File: config.mk
export PLATFORM = sky130hd
export DESIGN_NAME = ldtu_ofifo_param
export DESIGN_NICKNAME = d
export VERILOG_FILES = /design/src/rtl/ldtu_ofifo_param.sv
export SDC_FILE = /design/constraint.sdc
export NUM_CORES = 1
export LEC_CHECK = 0
export CAP_MARGIN = 20
export CORE_MARGIN = 2
export CORE_UTILIZATION = 55
export DETAILED_ROUTE_END_ITERATION = 8
export PLACE_DENSITY = 0.81
export SLEW_MARGIN = 25
export SYNTH_ARGS = -nofsm -noshare
export SYNTH_HDL_FRONTEND = slang
export SYNTH_SLANG_ARGS = --single-unit
File: constraint.sdc
create_clock -name CLK -period 6.1 [get_ports CLK]
set_clock_uncertainty 0.05 [all_clocks]
set_input_delay 0.61 -clock CLK [delete_from_list [all_inputs] [get_ports CLK]]
set_output_delay 0.61 -clock CLK [all_outputs]
set_load 0.02 [all_outputs]
File: src/rtl/ldtu_ofifo_param.sv
// Output storage FIFO for Hamming-encoded LiTe-DTU words: level-based full/empty,
// registered head word, almost-full, flush, and overflow/underflow diagnostics.
module ldtu_ofifo_param #(
  parameter int unsigned NBITS_HAM  = 38,
  parameter int unsigned DEPTH_LOG2 = 4,
  parameter int unsigned AFULL_THR  = 12,
  parameter int unsigned OVF_BITS   = 8,
  parameter logic [NBITS_HAM-1:0] RESET_WORD = 38'h0040000000
) (
  input  logic                  CLK,
  input  logic                  rst_b,
  input  logic                  flush,
  input  logic                  start_write,
  input  logic [NBITS_HAM-1:0]  data_input,
  input  logic                  read_signal,
  output logic [NBITS_HAM-1:0]  data_output,
  output logic                  decode_signal,
  output logic                  empty_signal,
  output logic                  full_signal,
  output logic                  almost_full,
  output logic [DEPTH_LOG2:0]   level,
  output logic [OVF_BITS-1:0]   ovf_count,
  output logic                  underflow,
  input  logic                  clr_diag,
  output logic                  SeuError
);
  localparam int unsigned DEPTH = 1 << DEPTH_LOG2;
  localparam logic [DEPTH_LOG2:0] LVL_FULL  = (DEPTH_LOG2+1)'(DEPTH);
  localparam logic [DEPTH_LOG2:0] LVL_AFULL = (DEPTH_LOG2+1)'(AFULL_THR);
  localparam logic [OVF_BITS-1:0] OVF_MAX   = '1;

  logic [NBITS_HAM-1:0]  mem [DEPTH];
  logic [DEPTH_LOG2-1:0] ptr_write, ptr_read;
  logic [DEPTH_LOG2:0]   lvl;
  logic rd_ok, wr_ok, ovf_ev, unf_ev;

  assign level        = lvl;
  assign empty_signal = (lvl == '0);
  assign full_signal  = (lvl == LVL_FULL);
  assign almost_full  = (lvl >= LVL_AFULL);
  assign SeuError     = 1'b0;

  // A read frees a slot in the same cycle, so a write into a full FIFO is legal alongside it.
  assign rd_ok  = read_signal & ~empty_signal;
  assign wr_ok  = start_write & (~full_signal | rd_ok);
  assign ovf_ev = start_write & full_signal & ~rd_ok;
  assign unf_ev = read_signal & empty_signal;

  always_ff @(posedge CLK) begin
    if (rst_b && !flush && wr_ok) mem[ptr_write] <= data_input;
  end

  always_ff @(posedge CLK) begin
    if (!rst_b || flush) begin
      ptr_write     <= '0;
      ptr_read      <= '0;
      lvl           <= '0;
      data_output   <= RESET_WORD;
      decode_signal <= 1'b0;
    end else begin
      if (wr_ok) ptr_write <= ptr_write + 1'b1;
      if (rd_ok) begin
        data_output <= mem[ptr_read];
        ptr_read    <= ptr_read + 1'b1;
      end
      decode_signal <= rd_ok;
      if (wr_ok && !rd_ok)      lvl <= lvl + 1'b1;
      else if (rd_ok && !wr_ok) lvl <= lvl - 1'b1;
    end
  end

  // Diagnostics survive flush; a same-cycle clear beats any new event.
  always_ff @(posedge CLK) begin
    if (!rst_b || clr_diag) begin
      ovf_count <= '0;
      underflow <= 1'b0;
    end else if (!flush) begin
      if (ovf_ev && ovf_count != OVF_MAX) ovf_count <= ovf_count + 1'b1;
      if (unf_ev) underflow <= 1'b1;
    end
  end
endmodule

==> results list <==
- Layout-stage area growth over the synthesis result: 16.02%
- The critical path starts at level[0].
- Summed over all instances, the cell type with the most area after synthesis is sky130_fd_sc_hd__edfxtp_1.
- Initial Util: 55.84%
* Critical path, cell by cell: or4_4 > o21ai_4 > buf_4 > ha_1 > inv_1 > fa_1 > a21o_1 > a21oi_1 > mux2i_1 > mux2i_1
- Power share of the sequential group: 52.9%
- Via count of the first global-routing pass: 12874
- The critical path in this run is classified as register to register.
- Via density per instance: approximately 6.3
- In this run, the number of DRC markers left after iteration 0 of detailed routing was 1240.
- Cell internal power was estimated by the tool at approximately 7.6 mW.
- Util after Layout: approximately 65%
- In the synthesized netlist the async set-or-reset flop fraction comes to 0%.
* Power consumption: 9.581 mW
- Port bufs: 99
- Share of synthesized area occupied by flip-flops and latches: 76.70%
* Synthesis-stage register bit count: 669
* Filler cells: 2897
- The die covers 47910 um^2.
* Leakage power figure: 9.507 nW
* Syn Nets: ~1300
* Critical Path Most Common Cell: sky130_fd_sc_hd__mux2i_1
* Wire length per cell: 26.84 um
* Hpwl dp: 28.73 mm
- The worst setup path is launched from a register.
- Fraction of layout cells with a size suffix above 1: 21.70%
- After clock tree synthesis, the repair step resized 0 gates.
- Most numerous cell types in the synthesized netlist: sky130_fd_sc_hd__edfxtp_1, sky130_fd_sc_hd__mux4_2, sky130_fd_sc_hd__mux2i_1
* Routed via count: around 12000
* CTS tree: built
* Actual transition at the worst max-transition pin: 1.065 ns
* First-pass DRT Iterations: 5
- Ranked by total cell area, the synthesized netlist is headed by sky130_fd_sc_hd__edfxtp_1, sky130_fd_sc_hd__mux4_2, sky130_fd_sc_hd__dfxtp_1, sky130_fd_sc_hd__mux2i_1, sky130_fd_sc_hd__o221ai_1.
- Along the worst path, the maximum fanout reaches just under 50.
- Nets: approximately 1400
- The worst hold path belongs to the class register to register.
- PnR worst setup slack: 2.572 ns
- In this run the critical register-to-register path is launched from level[0].
- Of the total power, combinational logic draws between 5 and 6%.
- Clock insertion delay at the later pin of the skew report: approximately 0.58 ns
- Hold Fails Final Rpt: 0
- Peak Freq: 0.2835 GHz
* Final Cell Area: 29460 um^2
- Summed over all nets, wire length on met3 after detailed routing comes to 3.851 mm.
- Max-Slew Margin vs Limit: between 20% and 30%
- Max stage delay on crit path: 0.64 ns
- Across the VDD grid, the largest voltage drop is approximately 0.29 mV.
- For the worst flop-to-flop path, the logic depth is 10.
- For this run the aggregate overflow at the end of global routing stands at 0.
* Htree depth: 3
- Largest net degree at the start of global routing: 65
* Critical path data required time: 6.56 ns
- Share of power burned in the clock network: 42.0%
* Post-CTS Setup Repair Bufs: 0
- Hold repair after CTS inserted 0 buffers.
- For this design the ratio of total power to cell area is roughly 330 nW/um^2.
- At the end of routability-driven placement, the weighted congestion stood at 0.7527.
- Worst reg2reg setup slack: 2.57 ns
- Post-synthesis instance area: 25390 um^2
- STA puts the critical path data arrival time at roughly 4.0 ns.
* Horizontal die dimension: 218.9 um
* Cell with the largest stage delay on the worst path: sky130_fd_sc_hd__or4_4
- Sw power: 1.981 mW
- After clock tree synthesis, the clock-pin slew on the worst setup and hold paths is around 0.060 ns.
- For this run, the total global-route usage over all layers was measured as 22.58%.
- Setup repair after global routing left no endpoint under its margin.
* Top-count cell post-synth: sky130_fd_sc_hd__edfxtp_1
- The total area inside the core boundary comes to between 40000 and 50000 um^2.
- The initial antenna violation count came to 1.
- The routed design has 52.98 mm of wire.
- Mean instance size in the synthesized netlist: 21.25 um^2
* Worst setup timing slack at the placement stage: 2.142 ns
- Count of final max-slew check failures: 0
- Highest signal layer in the routed design: met4
* Post-place instance area: 27220 um^2
- Detail Route Antenna Nets: 0
- Global-route wire length before repair: 79.39 mm
- The die is roughly 220 um tall.
- Met1 Routed Length: 20.84 mm
- Syn. warnings: 0
* Outcome: finished, final reports clean
* Final count of negative-setup-slack endpoints: 0
- After detailed routing, the met2 layer carries 26.92 mm of wire.
- Switching share of power: 20.68%
- CTS placed an instance of sky130_fd_sc_hd__clkbuf_16 at the clock tree root.
- The most used flip-flop cell after synthesis is sky130_fd_sc_hd__edfxtp_1.
- Area share of the largest cell type after synthesis: 71.90%
- Endpoint class of the critical path: register
* Origin of the worst min-delay path: underflow
- The endpoint identified for the worst register-to-register timing path is level[4].
- Number of design rule violations left after detail routing: 0
* Number of clock buffers inserted by TritonCTS: 66
- Final sum of negative setup slack: 0 ns
- I/O pins: 101
- Minimum period implied by the final worst setup slack: about 3.5 ns
- Number of cell rows: about 80
- Max-cap violations in this run came to 0.
- The tree built by TritonCTS fans out to approximately 670 sinks.
* Fin crit share: 57.83%
- Counting flops with a built-in enable in the synthesized netlist gives ~610.
* Crit path to: level[4]
- After technology mapping, the gate count stands at approximately 1200.
* Longest Clk Path Bufs: 3
- Distinct cells, synth: 44
## cell usage in the layout, fill, tap and decap left out, types with 6 or more instances in the layout
cell type	netlist	layout
sky130_fd_sc_hd__edfxtp_1	608	608
sky130_fd_sc_hd__mux4_2	149	149
sky130_fd_sc_hd__clkdlybuf4s50_1	0	99
sky130_fd_sc_hd__mux2i_1	86	86
sky130_fd_sc_hd__clkbuf_16	0	71
sky130_fd_sc_hd__dfxtp_1	61	59
sky130_fd_sc_hd__nand3_1	47	47
sky130_fd_sc_hd__o221ai_1	37	37
sky130_fd_sc_hd__buf_4	1	22
sky130_fd_sc_hd__nor2_1	32	20
sky130_fd_sc_hd__clkbuf_1	40	15
sky130_fd_sc_hd__nor2_4	0	12
sky130_fd_sc_hd__nand2_1	12	12
sky130_fd_sc_hd__a21oi_1	11	11
sky130_fd_sc_hd__ha_1	10	10
sky130_fd_sc_hd__clkinv_1	0	10
sky130_fd_sc_hd__clkbuf_8	0	10
sky130_fd_sc_hd__inv_1	7	7
sky130_fd_sc_hd__nand2b_1	6	6
sky130_fd_sc_hd__o21ai_0	7	6
sky130_fd_sc_hd__clkinv_2	0	6
## worst min path at each step
stage	cells after the start	slack [ns]	to
5_1_grt	2	0.48	underflow
6_report	2	0.44	underflow
4_1_cts	2	0.44	underflow
3_3_place_gp	2	0.41	underflow
3_5_place_dp	2	0.42	underflow
2_1_floorplan	2	0.48	ptr_write[1]
## registers in the layout, summed over array words and instances (netlist names)
| signal | cells |
|---|---|
| data_output | 38 |
| decode_signal | 1 |
| level | 5 |
| mem | 608 |
| ovf_count | 8 |
| ptr_read | 4 |
| ptr_write | 4 |
| underflow | 1 |
## per-layer routing
layer | GRT usage, % | up-vias
li1 | - | 5247
met1 | 30.74 | 6507
met2 | 37.33 | 572
met3 | 3.798 | 111
met5 | 0 | -
met4 | 8.086 | 0
## cells by family after synthesis
| kind of cell | after synthesis | synth area share, % |
|---|---|---|
| other cells | 1 | 0.01477 |
| fa+ha+maj | 11 | 0.5715 |
| simple gates | 122 | 2.385 |
| mux | 236 | 16.65 |
| xor+xnor | 7 | 0.2414 |
| compound gates | 72 | 2.158 |
| buf+inv | 77 | 1.276 |
| flops | 669 | 76.70 |
## final cells by class
class / instances / area, um^2 / area share [%]
tap: 600 / 750.7 / 2.548
clock buffer: 96 / 1971 / 6.688
antenna: 1 / 2.502 / 0.008493
multi-input combinational: 449 / 5739 / 19.48
clock inverter: 25 / 210.2 / 0.7134
inverter: 8 / 32.53 / 0.1104
timing repair buffer: 126 / 1271 / 4.315
sequential: 669 / 19490 / 66.14
## metrics by stage
step,std cells,hold slack [ns]
after global routing,1974,0.4771
after floorplan,1195,0.4781
final,1974,0.4376
after detailed placement,1850,0.4234
after CTS,1971,0.4395
after global placement,1849,0.4075
## power groups by stage
stage / combinational, mW / clock [mW] / sequential [mW]
final: 0.492 / 4.02 / 5.07
after global routing: 0.526 / 4.23 / 5.07
after CTS: 0.492 / 4.07 / 5.07
after detailed placement: 0.489 / 0 / 5.17
after global placement: 0.472 / 0 / 5.16
after floorplan: 0.248 / 0 / 5.18
## critical path, delay by kind of cell, from the launching register on
family / cells / cell delay (ns)
AOI/OAI and AO/OA: 3 / 0.52
buffers and inverters: 2 / 0.68
DFF: 1 / 0.37
adders and majority gates: 2 / 0.72
and+or+nand+nor: 1 / 0.64
muxes: 2 / 0.45
No activity file was read; power rests on OpenSTA's default activity.
